`src/rtl/rxframe_check.sv`:
```
// Serial-frame checker: validates start/stop/parity of one received frame per strobe
// and queues good data words in a show-ahead FIFO with saturating error counters.
module rxframe_check #(
  parameter int DATA_WIDTH = 8,
  parameter int FIFO_DEPTH = 4,
  parameter int CNT_WIDTH  = 8
) (
  input  logic                          i_Pclk,
  input  logic                          i_Rst_n,
  input  logic                          i_Enable,
  input  logic [1:0]                    i_Parity,
  input  logic [DATA_WIDTH+2:0]         i_Data,
  input  logic                          i_Ready,
  input  logic                          i_Clear,
  output logic [DATA_WIDTH-1:0]         o_Data,
  output logic                          o_Valid,
  output logic [$clog2(FIFO_DEPTH):0]   o_Level,
  output logic [CNT_WIDTH-1:0]          o_Parity_Err_Cnt,
  output logic [CNT_WIDTH-1:0]          o_Frame_Err_Cnt,
  output logic                          o_Overflow
);

  localparam int PW = $clog2(FIFO_DEPTH);
  localparam int LW = PW + 1;

  typedef enum logic [1:0] {
    MODE_NONE0 = 2'b00,
    MODE_EVEN  = 2'b01,
    MODE_ODD   = 2'b10,
    MODE_NONE3 = 2'b11
  } parity_mode_e;

  // Frame field extraction and checks on the incoming strobe
  logic [DATA_WIDTH-1:0] in_data;
  logic                  in_par_bit;
  logic                  in_xor;
  logic                  in_par_err;
  logic                  in_frm_err;
  parity_mode_e          in_mode;

  assign in_data    = i_Data[DATA_WIDTH:1];
  assign in_par_bit = i_Data[DATA_WIDTH+1];
  assign in_xor     = (^in_data) ^ in_par_bit;
  assign in_mode    = parity_mode_e'(i_Parity);
  assign in_par_err = ((in_mode == MODE_EVEN) &&  in_xor) ||
                      ((in_mode == MODE_ODD)  && !in_xor);
  assign in_frm_err = i_Data[0] | ~i_Data[DATA_WIDTH+2];

  // Stage-1 registers
  logic                  s1_valid_q,   s1_valid_d;
  logic [DATA_WIDTH-1:0] s1_data_q,    s1_data_d;
  logic                  s1_par_err_q, s1_par_err_d;
  logic                  s1_frm_err_q, s1_frm_err_d;

  // FIFO and status registers
  logic [DATA_WIDTH-1:0] mem_q [FIFO_DEPTH];
  logic [PW-1:0]         wr_ptr_q, wr_ptr_d;
  logic [PW-1:0]         rd_ptr_q, rd_ptr_d;
  logic [LW-1:0]         count_q,  count_d;
  logic [CNT_WIDTH-1:0]  par_cnt_q, par_cnt_d;
  logic [CNT_WIDTH-1:0]  frm_cnt_q, frm_cnt_d;
  logic                  overflow_q, overflow_d;

  logic push, pop, full, fifo_wr, drop;

  // NOTE: every signal assigned here gets a default first, so no path leaves it
  // unassigned and no latch is inferred.
  always_comb begin
    s1_valid_d   = i_Enable;
    s1_data_d    = s1_data_q;
    s1_par_err_d = s1_par_err_q;
    s1_frm_err_d = s1_frm_err_q;
    if (i_Enable) begin
      s1_data_d    = in_data;
      s1_par_err_d = in_par_err;
      s1_frm_err_d = in_frm_err;
    end

    push    = s1_valid_q && !s1_par_err_q && !s1_frm_err_q;
    pop     = (count_q != '0) && i_Ready;
    full    = (count_q == LW'(FIFO_DEPTH));
    // A full FIFO still accepts a push when the head leaves on the same edge
    fifo_wr = push && (!full || pop);
    drop    = push && full && !pop;

    wr_ptr_d = fifo_wr ? wr_ptr_q + PW'(1) : wr_ptr_q;
    rd_ptr_d = pop     ? rd_ptr_q + PW'(1) : rd_ptr_q;

    count_d = count_q;
    if (fifo_wr && !pop) begin
      count_d = count_q + LW'(1);
    end else if (!fifo_wr && pop) begin
      count_d = count_q - LW'(1);
    end

    par_cnt_d  = par_cnt_q;
    frm_cnt_d  = frm_cnt_q;
    overflow_d = overflow_q;
    if (i_Clear) begin
      par_cnt_d  = '0;
      frm_cnt_d  = '0;
      overflow_d = 1'b0;
    end else begin
      if (s1_valid_q && s1_par_err_q && (par_cnt_q != '1)) begin
        par_cnt_d = par_cnt_q + CNT_WIDTH'(1);
      end
      if (s1_valid_q && s1_frm_err_q && (frm_cnt_q != '1)) begin
        frm_cnt_d = frm_cnt_q + CNT_WIDTH'(1);
      end
      if (drop) begin
        overflow_d = 1'b1;
      end
    end
  end

  // NOTE: sequential state uses non-blocking assignments so every flop samples
  // the pre-edge values regardless of statement order.
  always_ff @(posedge i_Pclk or negedge i_Rst_n) begin
    if (!i_Rst_n) begin
      s1_valid_q   <= 1'b0;
      s1_data_q    <= '0;
      s1_par_err_q <= 1'b0;
      s1_frm_err_q <= 1'b0;
      wr_ptr_q     <= '0;
      rd_ptr_q     <= '0;
      count_q      <= '0;
      par_cnt_q    <= '0;
      frm_cnt_q    <= '0;
      overflow_q   <= 1'b0;
    end else begin
      s1_valid_q   <= s1_valid_d;
      s1_data_q    <= s1_data_d;
      s1_par_err_q <= s1_par_err_d;
      s1_frm_err_q <= s1_frm_err_d;
      wr_ptr_q     <= wr_ptr_d;
      rd_ptr_q     <= rd_ptr_d;
      count_q      <= count_d;
      par_cnt_q    <= par_cnt_d;
      frm_cnt_q    <= frm_cnt_d;
      overflow_q   <= overflow_d;
    end
  end

  // NOTE: the storage array has no reset; its contents are only observable
  // through o_Data, which is forced to zero while the FIFO is empty.
  always_ff @(posedge i_Pclk) begin
    if (fifo_wr) begin
      mem_q[wr_ptr_q] <= s1_data_q;
    end
  end

  assign o_Valid          = (count_q != '0);
  assign o_Data           = o_Valid ? mem_q[rd_ptr_q] : '0;
  assign o_Level          = count_q;
  assign o_Parity_Err_Cnt = par_cnt_q;
  assign o_Frame_Err_Cnt  = frm_cnt_q;
  assign o_Overflow       = overflow_q;

endmodule

```
`config.mk`:
```
export PLATFORM = sky130hd
export DESIGN_NAME = rxframe_check
export DESIGN_NICKNAME = d
export VERILOG_FILES = /design/src/rtl/rxframe_check.sv
export SDC_FILE = /design/constraint.sdc
export NUM_CORES = 1
export LEC_CHECK = 0
export ABC_AREA = 1
export CAP_MARGIN = 20
export CORE_AREA = 2 2 79 81
export CTS_BUF_LIST = sky130_fd_sc_hd__clkbuf_16
export CTS_CLUSTER_DIAMETER = 60
export DETAILED_ROUTE_END_ITERATION = 8
export DIE_AREA = 0 0 81 83
export MAX_ROUTING_LAYER = met4
export PLACE_DENSITY_LB_ADDON = 0.08
export SETUP_SLACK_MARGIN = 0.2
export SYNTH_ARGS = -nofsm -noshare
export SYNTH_HDL_FRONTEND = slang
export SYNTH_SLANG_ARGS = --single-unit
export TNS_END_PERCENT = 30
```
`constraint.sdc`:
```
create_clock -name i_Pclk -period 4.1 [get_ports i_Pclk]
set_input_delay 1.025 -clock i_Pclk [delete_from_list [all_inputs] [get_ports i_Pclk]]
set_output_delay 1.025 -clock i_Pclk [all_outputs]
set_load 0.02 [all_outputs]
```
# [After elaboration in Yosys (flattened, before gate mapping)]
# Memories as Yosys holds them, arrays and structs flattened.
# Cells that the tools add are included.
[totals] regBits=35 mem_bits_rw=32 input_bits=18 output_inout_bits=29 word_cells=64 n_memories=1
[classes] n_addsub=6 n_eq_ne=5 mux=11 bitwise_logic=3 n_reduce_logical=28
[memory_table] name="mem_q" depth=4 width=8 rd=1 rd_clocked_by_memory_dff=0 wr=1 line_no="56" rtl="logic [DATA_WIDTH-1:0] mem_q [FIFO_DEPTH];"
[ops] operator="$mux 8" n=5
[ops] operator="$add 8x1->8 const B" n=2
[ops] operator="$ne 8x8->1 const B" n=2
[ops] operator="$logic_and 1x1->1" n=14
[ops] operator="$reduce_bool 2->1" n=4
[ops] operator="$reduce_xor 8->1" n=1
[ops] operator="$logic_not 1->1" n=6
[ops] operator="$mux 3" n=2
[ops] operator="$add 2x1->2 const B" n=2
[ops] operator="$mux 1" n=4
[ops] operator="$add 3x1->3 const B" n=1
[ops] operator="$eq 3x3->1 const B" n=1
[ops] operator="$reduce_bool 3->1" n=1
[ops] operator="$sub 3x1->3 const B" n=1
[ops] operator="$eq 2x1->1 const B" n=1
[ops] operator="$eq 2x2->1 const B" n=1
[ops] operator="$logic_or 1x1->1" n=2
[ops] operator="$not 1->1" n=1
[ops] operator="$or 1x1->1" n=1
[ops] operator="$xor 1x1->1" n=1

# [Logic depth before layout (Yosys ltp)]
# Gate-level depths: netlist of run 1.
[logic_depth] word_depth=8 depth_mapped=11 ltp_nobuf=11

# [Worst setup path after synthesis of run 1]
# Ideal clock, no wire load.
[synth_path] path_kind="input-to-reg" startpoint="in i_Ready" endpoint="reg count_q[1] (netlist: o_Level[1])" setup_time_ps=125 arrival_time_ps=2328 t_required_ps=3975 slack_ps=1647 stages=8 path_buffers=0 path_cell_list="inv_1 > nand3_1 > nand2_1 > inv_1 > ha_1 > inv_1 > fa_1 > mux2_2"
[synth_between] elab_cells_between_ends=9 classes_between="mux (1); reduce/logical (8)"
[synth_rtl] item="start: declaration" line_no="13" rtl="input logic i_Ready,"
[synth_rtl] item="$logic_and 1x1->1" line_no="80" rtl="pop = (count_q != '0) && i_Ready;"
[synth_rtl] item="$logic_or 1x1->1" line_no="83" rtl="fifo_wr = push && (!full || pop);"
[synth_rtl] item="$logic_and 1x1->1" line_no="83"
[synth_rtl] item="named net fifo_wr" line_no="64" rtl="logic push, pop, full, fifo_wr, drop;"
[synth_rtl] item="$logic_and 1x1->1" line_no="90" rtl="if (fifo_wr && !pop) begin"
[synth_rtl] item="$mux 3" line_no="90"
[synth_rtl] item="named net count_d[1]" line_no="59" rtl="logic [LW-1:0] count_q, count_d;"
[synth_rtl] item="end signal: assignment" line_no="137" rtl="count_q <= count_d;"
[synth_rtl] item="end: declaration" line_no="59"
# The timed path passes the listed nets, and every way through them passes these cells.
# A chain may end at the register's enable or synchronous reset.

# [Worst setup path in the final report of run 1]
[layout_path] startpoint="reg rd_ptr_q[0]" endpoint="out o_Data[0]"
[layout_between] elab_chain_len=2
[layout_lines] item="start: declaration" line_no="58" rtl="logic [PW-1:0] rd_ptr_q, rd_ptr_d;"
[layout_lines] item="start signal: assignment" line_no="136" rtl="rd_ptr_q <= rd_ptr_d;"
[layout_lines] item="$mem_v2 4x8"
[layout_lines] item="$mux 8" line_no="153" rtl="assign o_Data = o_Valid ? mem_q[rd_ptr_q] : '0;"
[layout_lines] item="end: declaration" line_no="15" rtl="output logic [DATA_WIDTH-1:0] o_Data,"
# No other way between the ends.

==> results of run 1 <==
-- routing by layer --
metal / vias to the layer above / part of all wire (%)
met3: 10 / 5.5
met5: - / 0
met2: 70 / 48
li1: 1212 / -
met1: 1153 / 45
met4: 0 / 1.2
-- stage by stage --
step / utilization (%) / setup WS, ns / hold WS, ns / power (uW)
floorplan: - / 1.647 / 0.4763 / 1274
global placement: 63.19 / 1.115 / 0.5005 / 1531
detailed placement: 63.19 / 1.037 / 0.5150 / 1549
CTS: 69.04 / 0.8186 / 0.5310 / 2425
global route: 69.04 / 0.6047 / 0.5610 / 2533
finish: 69.04 / 0.8065 / 0.5304 / 2410
-- cell families after synthesis --
logic type,after synthesis
AOI/OAI and AO/OA,59
muxes,1
buffers and inverters,52
adders and majority gates,8
and+or+nand+nor,146
DFF,67
xor gates and xnor gates,7
-- path summary, 6_finish.rpt --
check,from,endpoint,slack [ns],cells past startpoint
worst max-delay path,rd_ptr_q[0],o_Data[0],0.81,4
worst min-delay path,o_Frame_Err_Cnt[3],o_Frame_Err_Cnt[3],0.53,1
worst max register to register,o_Level[0],o_Level[1],1.97,8
max in group asynchronous,i_Rst_n,s1_data_q[3],2.65,2
worst min register to register,o_Frame_Err_Cnt[3],o_Frame_Err_Cnt[3],0.53,1
min in group asynchronous,i_Rst_n,rd_ptr_q[1],1.12,2
-- power by group through the flow --
stage          logic [uW]  registers [uW]  clock network (uW)
2_1_floorplan         424             850                   0
3_3_place_gp          655             876                   0
3_5_place_dp          671             878                   0
4_1_cts               677             868                 879
5_1_grt               744             881                 908
6_report              672             869                 869
-- sequential cells by signal, indices dropped and copies added (netlist names) --
name and count:
s1_valid_q 1, o_Parity_Err_Cnt 8, wr_ptr_q 2, mem_q 32, s1_par_err_q 1, o_Frame_Err_Cnt 8, rd_ptr_q 2, s1_data_q 8
s1_frm_err_q 1, o_Level 3, o_Overflow 1
-- cells in the final DEF (no fill, tap or decap), types with 2 or more instances in the layout --
| cell | synthesis | final |
|---|---|---|
| nand2_2 | 3 | 3 |
| clkdlybuf4s50_1 | 0 | 46 |
| edfxtp_1 | 32 | 32 |
| nand2_1 | 66 | 66 |
| clkbuf_16 | 0 | 9 |
| inv_2 | 6 | 6 |
| bufinv_16 | 0 | 3 |
| inv_1 | 39 | 39 |
| nand3_1 | 15 | 15 |
| dfrtp_1 | 35 | 35 |
| nor2_1 | 52 | 52 |
| nor3_1 | 2 | 2 |
| a21oi_1 | 18 | 18 |
| clkinv_1 | 1 | 2 |
| xor2_1 | 6 | 6 |
| nand4_1 | 2 | 2 |
| ha_1 | 7 | 7 |
| o21ai_0 | 35 | 35 |
-- final cells by class --
class,count,area (sq um)
Fill cell,466,1800
Multi-Input combinational cell,221,1104
Sequential cell,67,1837
Inverter,46,172.7
Timing Repair Buffer,47,467.9
Clock buffer,9,225.2
Tap cell,75,93.84
Clock inverter,7,115.1
==> impl_metrics.env, run 1 <==
export IMPL_status="complete, no violations"
export IMPL_finalCritPeriodShare_pct=80.33
export IMPL_place_area_sq_mm=0.003675
export IMPL_start_kind="flop"
export IMPL_synth_fa_ha_area_share_pct=3.426
export IMPL_met2_usage_pct=32.16
export IMPL_start_util_pct=54.00
export IMPL_area_growth_pct=27.85
export IMPL_max_clock_path_buffers=2
export IMPL_post_cts_resize_count=0
export IMPL_pwr_share_seq_pct=36.1
export IMPL_synth_common_cells="nand2_1 (66), nor2_1 (52), inv_1 (39), dfrtp_1 (35), o21ai_0 (35)"
export IMPL_synthXorXnorAreaFrac_pct=1.952
export IMPL_synth_top_area_share_pct=30.60
export IMPL_dr_first_iter_drc_count=196
export IMPL_synth_simple_area_share_pct=19.20
export IMPL_final_area_sq_mm=0.004015
export IMPL_routedWlPerCell_um=13.55
export IMPL_vias_per_cell=5.180
export IMPL_hold_path_class="reg2reg"
export IMPL_maxCapViolCount=0
export IMPL_synth_top_family_by_area="simple AND/OR/NAND/NOR gates"
export IMPL_cts_clk_slew_worst_paths_ns=0.06
export IMPL_syn_inst=340
export IMPL_htree_num_levels=3
export IMPL_sw_frac_of_total_pct=30.91
export IMPL_die_height_um=83
export IMPL_grt_use_met3_pct=5.435
export IMPL_drive_gt1_share_pct=7.809
export IMPL_maxSlewViolCount=0
export IMPL_io_pin_count=47
export IMPL_p_clk_share_pct=36.0
export IMPL_drtAntennaViolNets=0
export IMPL_crit_arrival_ns=2.27
export IMPL_avgSynthCellArea_sq_um=9.237
export IMPL_worst_skew_pair_late_latency_ns=0.32
export IMPL_yosysMostFrequentCell="nand2_1"
export IMPL_finalCriticalPeriod_ns=3.293
export IMPL_ir_drop_v=0.0004266
export IMPL_crit_chain="inv_2 > o21ai_0 > a21oi_1 > clkdlybuf4s50_1"
export IMPL_synthMuxAreaShare_pct=0.3586
export IMPL_synth_top_cell_by_area="edfxtp_1"
export IMPL_placed_cells=456
export IMPL_critPathRequiredTime_ns=3.07
export IMPL_grt_pass1_wl_mm=10.44
export IMPL_max_clock_freq_ghz=0.3036
export IMPL_postCtsHoldBufs=0
export IMPL_synthFlopType="dfrtp_1"
export IMPL_root_buffer="clkbuf_16"
export IMPL_rows=28
export IMPL_die_w_um=81
export IMPL_switchingPower_uw=744.8
export IMPL_internal_power_uw=1665
export IMPL_ys_async_sr_fraction_pct=52.24
export IMPL_cellPowerDensity_mw_per_mm2=600.1
export IMPL_top_usage_layer="met2"
export IMPL_worst_pin_slew_ns=0.7977
export IMPL_syn_num_nets=366
export IMPL_finalSetupViolations=0
export IMPL_layout_nets=418
export IMPL_vias=2445
export IMPL_firstDrtPassIters=4
export IMPL_drcViolationCount=0
export IMPL_diodes=0
export IMPL_drt_wl_total_mm=6.397
export IMPL_rsz0062_at_grt="false"
export IMPL_synth_cell_types=32
export IMPL_grt_overflow=0
export IMPL_relSlewSlack_pct=46.62
export IMPL_finalSetupTns_ns=0
export IMPL_gp_congestion=0.8127
export IMPL_clock_skew_final_ns=0.004781
export IMPL_synthTopCellsByArea="edfxtp_1 (31%), dfrtp_1 (28%), nand2_1 (7.9%), nor2_1 (6.2%), o21ai_0 (5.6%)"
export IMPL_dieArea_sq_mm=0.006723
export IMPL_ys_seq_area_share_pct=58.49
export IMPL_yosysWarnings=0
export IMPL_io_buffers=46
export IMPL_final_cells=472
export IMPL_grt_max_degree=36
export IMPL_ys_seq_elements=67
export IMPL_worstPathBufferInverterCount=2
export IMPL_p_leak_uw=0.001743
export IMPL_cts_buffers=9
export IMPL_post_cts_setup_buffers=0
export IMPL_final_hold_violation_count=0
export IMPL_grtUsageTotal_pct=20.98
export IMPL_slowest_delay_ns=0.75
export IMPL_crit_type="reg2out"
export IMPL_antenna_found_initial=0
export IMPL_cp_max_fo=19
export IMPL_synth_compound_area_share_pct=10.20
export IMPL_cts_sinks=67
export IMPL_hpwl_mm=4.381
export IMPL_grt_pass1_vias=2299
export IMPL_use_met1_pct=27.77
export IMPL_synthesis_area_sq_mm=0.003141
export IMPL_cp_top_family="buffers and inverters"
export IMPL_synth_edf_count=32
export IMPL_core_area_sq_mm=0.005816
export IMPL_slowest_stage="dfrtp_1"
export IMPL_cts_tree="done"
export IMPL_cp_end_kind="output pin"
export IMPL_p_comb_share_pct=27.9
No activity file was read; power rests on OpenSTA's default activity.
==> run 2: changes to the inputs <==
--- a/config.mk
+++ b/config.mk
@@ -7,11 +7,11 @@
 export LEC_CHECK = 0
 export ABC_AREA = 1
 export CAP_MARGIN = 20
-export CORE_AREA = 2 2 79 81
+export CORE_AREA = 2 2 80 82
 export CTS_BUF_LIST = sky130_fd_sc_hd__clkbuf_16
 export CTS_CLUSTER_DIAMETER = 60
 export DETAILED_ROUTE_END_ITERATION = 8
-export DIE_AREA = 0 0 81 83
+export DIE_AREA = 0 0 82 84
 export MAX_ROUTING_LAYER = met4
 export PLACE_DENSITY_LB_ADDON = 0.08
 export SETUP_SLACK_MARGIN = 0.2
==> constraint.sdc (replaced) <==
create_clock -name i_Pclk -period 3.1 [get_ports i_Pclk]
set_input_delay 0.775 -clock i_Pclk [delete_from_list [all_inputs] [get_ports i_Pclk]]
set_output_delay 0.775 -clock i_Pclk [all_outputs]
set_load 0.02 [all_outputs]
==> run 2 against run 1 <==
Compared with the run above:
- sequential power increased by 31%
- highest routed layer unchanged
- routed wire length decreased by 6.7%
- clock power increased by 11%
- via count decreased by 1.6%
- non-clock buffer count increased by 5
==> impl_metrics.env, run 2 (synthesis gave the netlist of run 1 again) <==
export IMPL_grt_pass1_vias=2262
export IMPL_start_kind="flop"
export IMPL_io_buffers=46
export IMPL_crit_arrival_ns=2.00
export IMPL_final_hold_violation_count=0
export IMPL_fillers=513
export IMPL_die_height_um=84
export IMPL_die_w_um=82
export IMPL_area_growth_pct=27.81
export IMPL_final_util_pct=65.85
export IMPL_finalSetupViolations=0
export IMPL_cts_buffers=9
export IMPL_worst_skew_pair_late_latency_ns=0.32
export IMPL_clock_skew_final_ns=0.007587
export IMPL_post_cts_setup_buffers=0
export IMPL_dr_first_iter_drc_count=128
export IMPL_drt_wl_total_mm=5.970
export IMPL_hpwl_mm=4.124
export IMPL_drtAntennaViolNets=0
export IMPL_antenna_found_initial=0
export IMPL_slowest_delay_ns=0.63
export IMPL_maxCapViolCount=0
export IMPL_final_cell_mix="nand2_1 (66), nor2_1 (52), clkdlybuf4s50_1 (45), inv_1 (41), o21ai_0 (35)"
export IMPL_cts_tree="done"
export IMPL_root_buffer="clkbuf_16"
export IMPL_slowest_stage="clkdlybuf4s50_1"
export IMPL_final_common_cell="nand2_1"
export IMPL_status="complete, no violations"
export IMPL_max_clock_path_buffers=2
export IMPL_start_util_pct=51.52
export IMPL_final_cells=479
export IMPL_cellPowerDensity_mw_per_mm2=753.2
export IMPL_grt_pass1_wl_mm=10.49
export IMPL_vias_per_cell=5.021
export IMPL_layout_nets=423
export IMPL_placed_cells=463
export IMPL_routedWlPerCell_um=12.46
export IMPL_dpl_worst_slack_ns=0.2784
export IMPL_cp_end_kind="output pin"
export IMPL_htree_num_levels=3
export IMPL_top_register="mem_q"
export IMPL_postCtsHoldBufs=0
export IMPL_p_leak_uw=0.001766
export IMPL_io_pin_count=47
export IMPL_layout_setup_ws_ns=0.3203
export IMPL_ir_drop_v=0.0005859
export IMPL_cts_clk_slew_worst_paths_ns=0.05
export IMPL_maxSlewViolCount=0
export IMPL_firstDrtPassIters=4
export IMPL_rsz0062_at_grt="true"
export IMPL_hold_path_class="reg2reg"
export IMPL_core_area_sq_mm=0.006096
export IMPL_worst_pin_slew_ns=0.4566
export IMPL_critPathRequiredTime_ns=2.32
export IMPL_grt_overflow=0
export IMPL_crit_chain="inv_4 > o21ai_0 > a21oi_1 > clkdlybuf4s50_1"
export IMPL_relSlewSlack_pct=69.56
export IMPL_grt_max_degree=36
export IMPL_cp_max_fo=19
export IMPL_grtUsageTotal_pct=20.29
export IMPL_finalCritPeriodShare_pct=89.67
export IMPL_largest_reg_flops=32
export IMPL_vias=2405
export IMPL_dieArea_sq_mm=0.006888
export IMPL_diodes=0
export IMPL_cts_sinks=67
export IMPL_crit_type="reg2out"
export IMPL_finalCriticalPeriod_ns=2.780
export IMPL_max_clock_freq_ghz=0.3598
export IMPL_drcViolationCount=0
export IMPL_p_total_uw=3023
export IMPL_finalSetupTns_ns=0
export IMPL_drive_gt1_share_pct=9.204
export IMPL_gp_congestion=0.7918
export IMPL_rows=29
run 2: power breakdown:
part           switching, uW  internal, uW  total (uW)
logic                    514           403         918
registers                113          1030        1140
clock network            350           612         962
run 2: per-layer routing:
layer	global-route usage, %	share of wire [%]
met3	4.004	4.6
met4	5.758	0.84
met2	29.79	46
met1	28.91	49
met5	-	0
run 2: timing repair:
action,CTS,global route
pin swaps,0,0
gates resized for setup,2,3
setup endpoints to repair,8,2
run 2: worst paths after layout:
check,to,start,slack (ns),cells after the start
setup / recovery,o_Data[1],rd_ptr_q[0],0.32,4
hold / removal,o_Overflow,o_Overflow,0.51,2
setup reg to reg,o_Level[2],o_Level[0],0.94,11
hold reg to reg,o_Overflow,o_Overflow,0.51,2
max in group asynchronous,rd_ptr_q[0],i_Rst_n,1.87,2
min in group asynchronous,rd_ptr_q[1],i_Rst_n,0.88,2
run 2: area by class of cell:
class,instances,area [sq um],area share [%]
clock buffer,9,225.2,5.611
clock inverter,7,61.31,1.527
inverter,46,178.9,4.458
multi-input combinational,221,1104,27.49
sequential,67,1841,45.85
tap,77,96.34,2.400
timing repair buffer,52,508.0,12.66
run 2: stage by stage:
stage	hold slack, ns	instance area [sq um]
final	0.5064	4014
after global routing	0.5361	4014
after CTS	0.5124	4005
after detailed placement	0.4954	3715
after global placement	0.4837	3715
after floorplan	0.4763	3141
run 2: critical path: cells and delay by family (launching register included):
kind	cells	cell delay, ns
AO/OA/AOI/OAI	2	0.31
flip-flops	1	0.58
buffers and inverters	2	0.80
==> RTL change 1 (settings of run 2) <==
Set the parameter `FIFO_DEPTH` to 2 (it was 4).
--- a/src/rtl/rxframe_check.sv
+++ b/src/rtl/rxframe_check.sv
@@ -2,7 +2,7 @@
 // and queues good data words in a show-ahead FIFO with saturating error counters.
 module rxframe_check #(
   parameter int DATA_WIDTH = 8,
-  parameter int FIFO_DEPTH = 4,
+  parameter int FIFO_DEPTH = 2,
   parameter int CNT_WIDTH  = 8
 ) (
   input  logic                          i_Pclk,
Ports: changed (resized o_Level); port bits go from 47 to 46. The function was not compared with the original's and may differ.
==> RTL change 1 against run 2 <==
  * Die area unchanged
  * Final cell count down 18%
  * Global-route usage down 5.2 points
  * Count of clock-buffer cells in the layout down 4
  * Combinational power down 40%
  * Cell area down 25%
  * Worst hold slack worse by 30 ps
  * Synthesized area down 26%
  * Routed wire length down 25%
  * Total power down 39%
  * Sequential cell count down 19
  * Worst setup slack better by 130 ps
==> RTL change 1: results (changes against run 2) <==
Clock tree
  • Max H-tree Level: 2 (was 3)

Yosys
  • Post-synth ARST share: 0.667 (was 0.522)
  • Post-Synth Adder-Cell Area: 0.0161 (was 0.0343)
  • Mux cell area share after synthesis: 0 (was 0.00359)
  • Post-synth EDFFs: 16 (was 32)
  • Mapped Cells: 266 (was 340)
  • Net count after synthesis: 287 (was 366)
  • List of most frequent post-synthesis cells: nand2_1, dfrtp_1, inv_1 (was nand2_1, nor2_1, inv_1)
  • Main area contributors after synthesis: dfrtp_1, edfxtp_1, nand2_1 (was edfxtp_1, dfrtp_1, nand2_1)
  • Seq/Total Area, Yosys: 0.548 (was 0.585)

Global routing
  • Met2 Track Usage GR: 0.222 (was 0.298)
  • M1 GR Usage: 0.195 (was 0.289)
  • Global Route Usage Sum: 0.151 (was 0.203)

Setup path
  • RR Startpoint: s1_par_err_q$_DFFE_PN0P_ (was o_Level[0]$_DFFE_PN0P_)
  • Max stage delay on crit path: 550 ps (was 630 ps)
  • Reg2reg path depth: 7 (was 11)
  • Worst EP arrival: 1880 ps (was 2000 ps)
  • Worst r2r dst: o_Level[1]$_DFFE_PN0P_ (was o_Level[2]$_DFFE_PN0P_)
  • Crit-path max FO: 9 (was 19)

Placement
  • GPL Wtd Cong: 0.810 (was 0.792)
  • Dpl ws: 703 ps (was 278 ps)
  • Port bufs: 45 (was 46)
  • DP HPWL: 3.34 mm (was 4.12 mm)
  • Placed cells: 387 (was 463)

Worst hold path
  • Hold path start: s1_data_q[0]$_DFFE_PN0P_ (was o_Overflow$_DFFE_PN0P_)
  • Worst hold path cell count: 0 (was 2)
  • Hold EP: mem_q[0][0]$_DFFE_PP_ (was o_Overflow$_DFFE_PN0P_)

Cells and area
  • Max reg flops: 16 (was 32)
  • Filler Cell Count: 603 (was 513)

Timing
  • Clock skew: 5.85 ps (was 7.59 ps)

Power
  • Leakage power: 0.00133 uW (was 0.00177 uW)

Status
  • Outcome: completed (unchanged)

Detailed routing
  • Via density: 4.61 (was 5.02)
[RTL change 1: logic make-up (layout without fill, tap and decap cells)]
group	after synthesis	count (layout)
and+or+nand+nor	125	125
AOI/OAI and AO/OA	43	43
adders and majority gates	3	3
DFF	48	48
buffers and inverters	42	94
xor gates and xnor gates	5	5
[RTL change 1: how the worst max path moves through the flow]
stage                         startpoint                endpoint  cells after the start
floorplan                        i_Ready  o_Level[1]$_DFFE_PN0P_                      6
global placement                 i_Ready  o_Level[1]$_DFFE_PN0P_                      7
detailed placement               i_Ready  o_Level[1]$_DFFE_PN0P_                      7
CTS                 rd_ptr_q$_DFFE_PN0N_               o_Data[7]                      4
global route        rd_ptr_q$_DFFE_PN0N_               o_Data[7]                      4
finish              rd_ptr_q$_DFFE_PN0N_               o_Data[1]                      4
[RTL change 1: per-stage QoR]
| stage | instance area, um^2 | hold WS (ps) |
|---|---|---|
| 3_5_place_dp | 2880 | 466 |
| 5_1_grt | 3020 | 502 |
| 4_1_cts | 3020 | 483 |
| 6_report | 3020 | 476 |
| 2_1_floorplan | 2340 | 442 |
| 3_3_place_gp | 2880 | 456 |
[RTL change 1: cell type report]
class	instances	area, um^2	share of cell area
Tap cell	77	96.3	0.0319
Timing Repair Buffer	47	465	0.154
Multi-Input combinational cell	176	891	0.295
Clock buffer	5	125	0.0414
Clock inverter	3	13.8	0.00455
Sequential cell	48	1280	0.424
Inverter	39	149	0.0493
[RTL change 1: layer usage]
metal / up-vias / wire (um) / part of all wire
met5: - / 0 / 0
met4: 0 / 69 / 0.015
met3: 7 / 175 / 0.039
met2: 31 / 2060 / 0.46
met1: 820 / 2180 / 0.49
li1: 961 / - / -
[RTL change 1: power breakdown]
group          switching [uW]  total (uW)  internal, uW
registers                60.4         779           718
clock network             218         511           293
logic                     309         553           244
total                     588        1840          1250
==> RTL change 2 (config.mk and constraints of run 2) <==
Made on the original files. Register the output `o_Overflow` once more; this adds one clock of latency there. The other outputs are not delayed to match.
--- a/src/rtl/rxframe_check.sv
+++ b/src/rtl/rxframe_check.sv
@@ -154,7 +154,9 @@
   assign o_Level          = count_q;
   assign o_Parity_Err_Cnt = par_cnt_q;
   assign o_Frame_Err_Cnt  = frm_cnt_q;
-  assign o_Overflow       = overflow_q;
+  always_ff @(posedge i_Pclk) begin
+    o_Overflow <= overflow_q;
+  end
 
 endmodule
 
Check against the original RTL: not equivalent (Yosys sat finds a counterexample within 10 cycles, from zero or initial values and one cycle with i_Rst_n low).
==> RTL change 2 against run 2 <==
  * Sequential cell count up 1
  * Core utilization up 0.21 points
  * Synthesized area up 0.64%
  * Combinational power up 0.7%
  * Total power about the same
  * Worst setup slack worse by 16 ps
  * Routed wire length down 0.84%
  * Sequential share of layout area up 0.35 points
  * Clock skew up 1.9 ps
  * Global-route usage down 0.25 points
  * Cell area up 0.31%
  * Critical path type unchanged
  * Largest cell class unchanged
==> RTL change 2: results (changes against run 2) <==
Status
  • Outcome: completed (unchanged)

Placement
  • Placed cells: 465 (was 463)
  • Dpl cell area: 3740 um^2 (was 3710 um^2)
  • Dpl ws: 260 ps (was 278 ps)
  • GPL Wtd Cong: 0.836 (was 0.792)

Cells and area
  • Fin nets: 425 (was 423)

Yosys
  • Seq/Total Area, Yosys: 0.587 (was 0.585)
  • XOR/XNOR Fraction of Synth Area: 0.0194 (was 0.0195)
  • Mux cell area share after synthesis: 0.00356 (was 0.00359)
  • Post-Synth Adder-Cell Area: 0.0340 (was 0.0343)
  • Main area contributors after synthesis: edfxtp_1, dfrtp_1, nand2_1 (unchanged)
  • Post-synth ARST share: 0.515 (was 0.522)
  • Net count after synthesis: 367 (was 366)

Global routing
  • Met2 Track Usage GR: 0.285 (was 0.298)
  • Global Route Usage Sum: 0.200 (was 0.203)
  • Vias in the first global route: 2,193 (was 2,262)
  • First-pass GRT wire length: 10.1 mm (was 10.5 mm)
  • GR Util met3: 0.0422 (was 0.0400)

Timing
  • Hold Slack: 366 ps (was 506 ps)
  • Clock skew: 9.49 ps (was 7.59 ps)

Worst hold path
  • Worst hold path cell count: 0 (was 2)
  • Hold EP: o_Overflow$_DFF_P_ (was o_Overflow$_DFFE_PN0P_)

Power
  • Max VDD drop: 470 uV (was 586 uV)
  • Switching Fraction: 0.319 (was 0.323)
  • Leakage power: 0.00177 uW (about the same)

Setup path
  • Worst R2R Setup Slack: 860 ps (was 940 ps)
  • Crit path to: o_Data[4] (was o_Data[1])
  • Worst EP arrival: 2020 ps (was 2000 ps)

Detailed routing
  • Via count: 2,353 (was 2,405)
  • Wirelength, routed: 5.92 mm (was 5.97 mm)
## RTL change 2: cell type report
cell class,count,area [um^2],share of cell area
tap,77,96.3,0.0239
sequential,68,1860,0.462
clock inverter,7,53.8,0.0134
inverter,46,179,0.0444
timing repair buffer,53,508,0.126
multi-input combinational,221,1100,0.274
clock buffer,9,225,0.0559
## RTL change 2: timing repair
item,4_1_cts,5_1_grt
endpoints found under the setup margin,8,6
endpoints found under the hold margin,0,0
gates resized for setup,1,3
gates cloned,0,0
## RTL change 2: layer usage
layer / vias to the layer above / wire, um
met5: - / 0
met4: 0 / 44
met3: 4 / 282
met2: 49 / 2720
met1: 1068 / 2870
li1: 1232 / -
## RTL change 2: power by group through the flow
| stage | Combinational [uW] | Clock, uW | Sequential (uW) |
|---|---|---|---|
| finish | 924 | 945 | 1150 |
| global route | 1030 | 1010 | 1170 |
| CTS | 931 | 957 | 1150 |
| detailed placement | 923 | 0 | 1160 |
| global placement | 907 | 0 | 1160 |
| floorplan | 561 | 0 | 1140 |
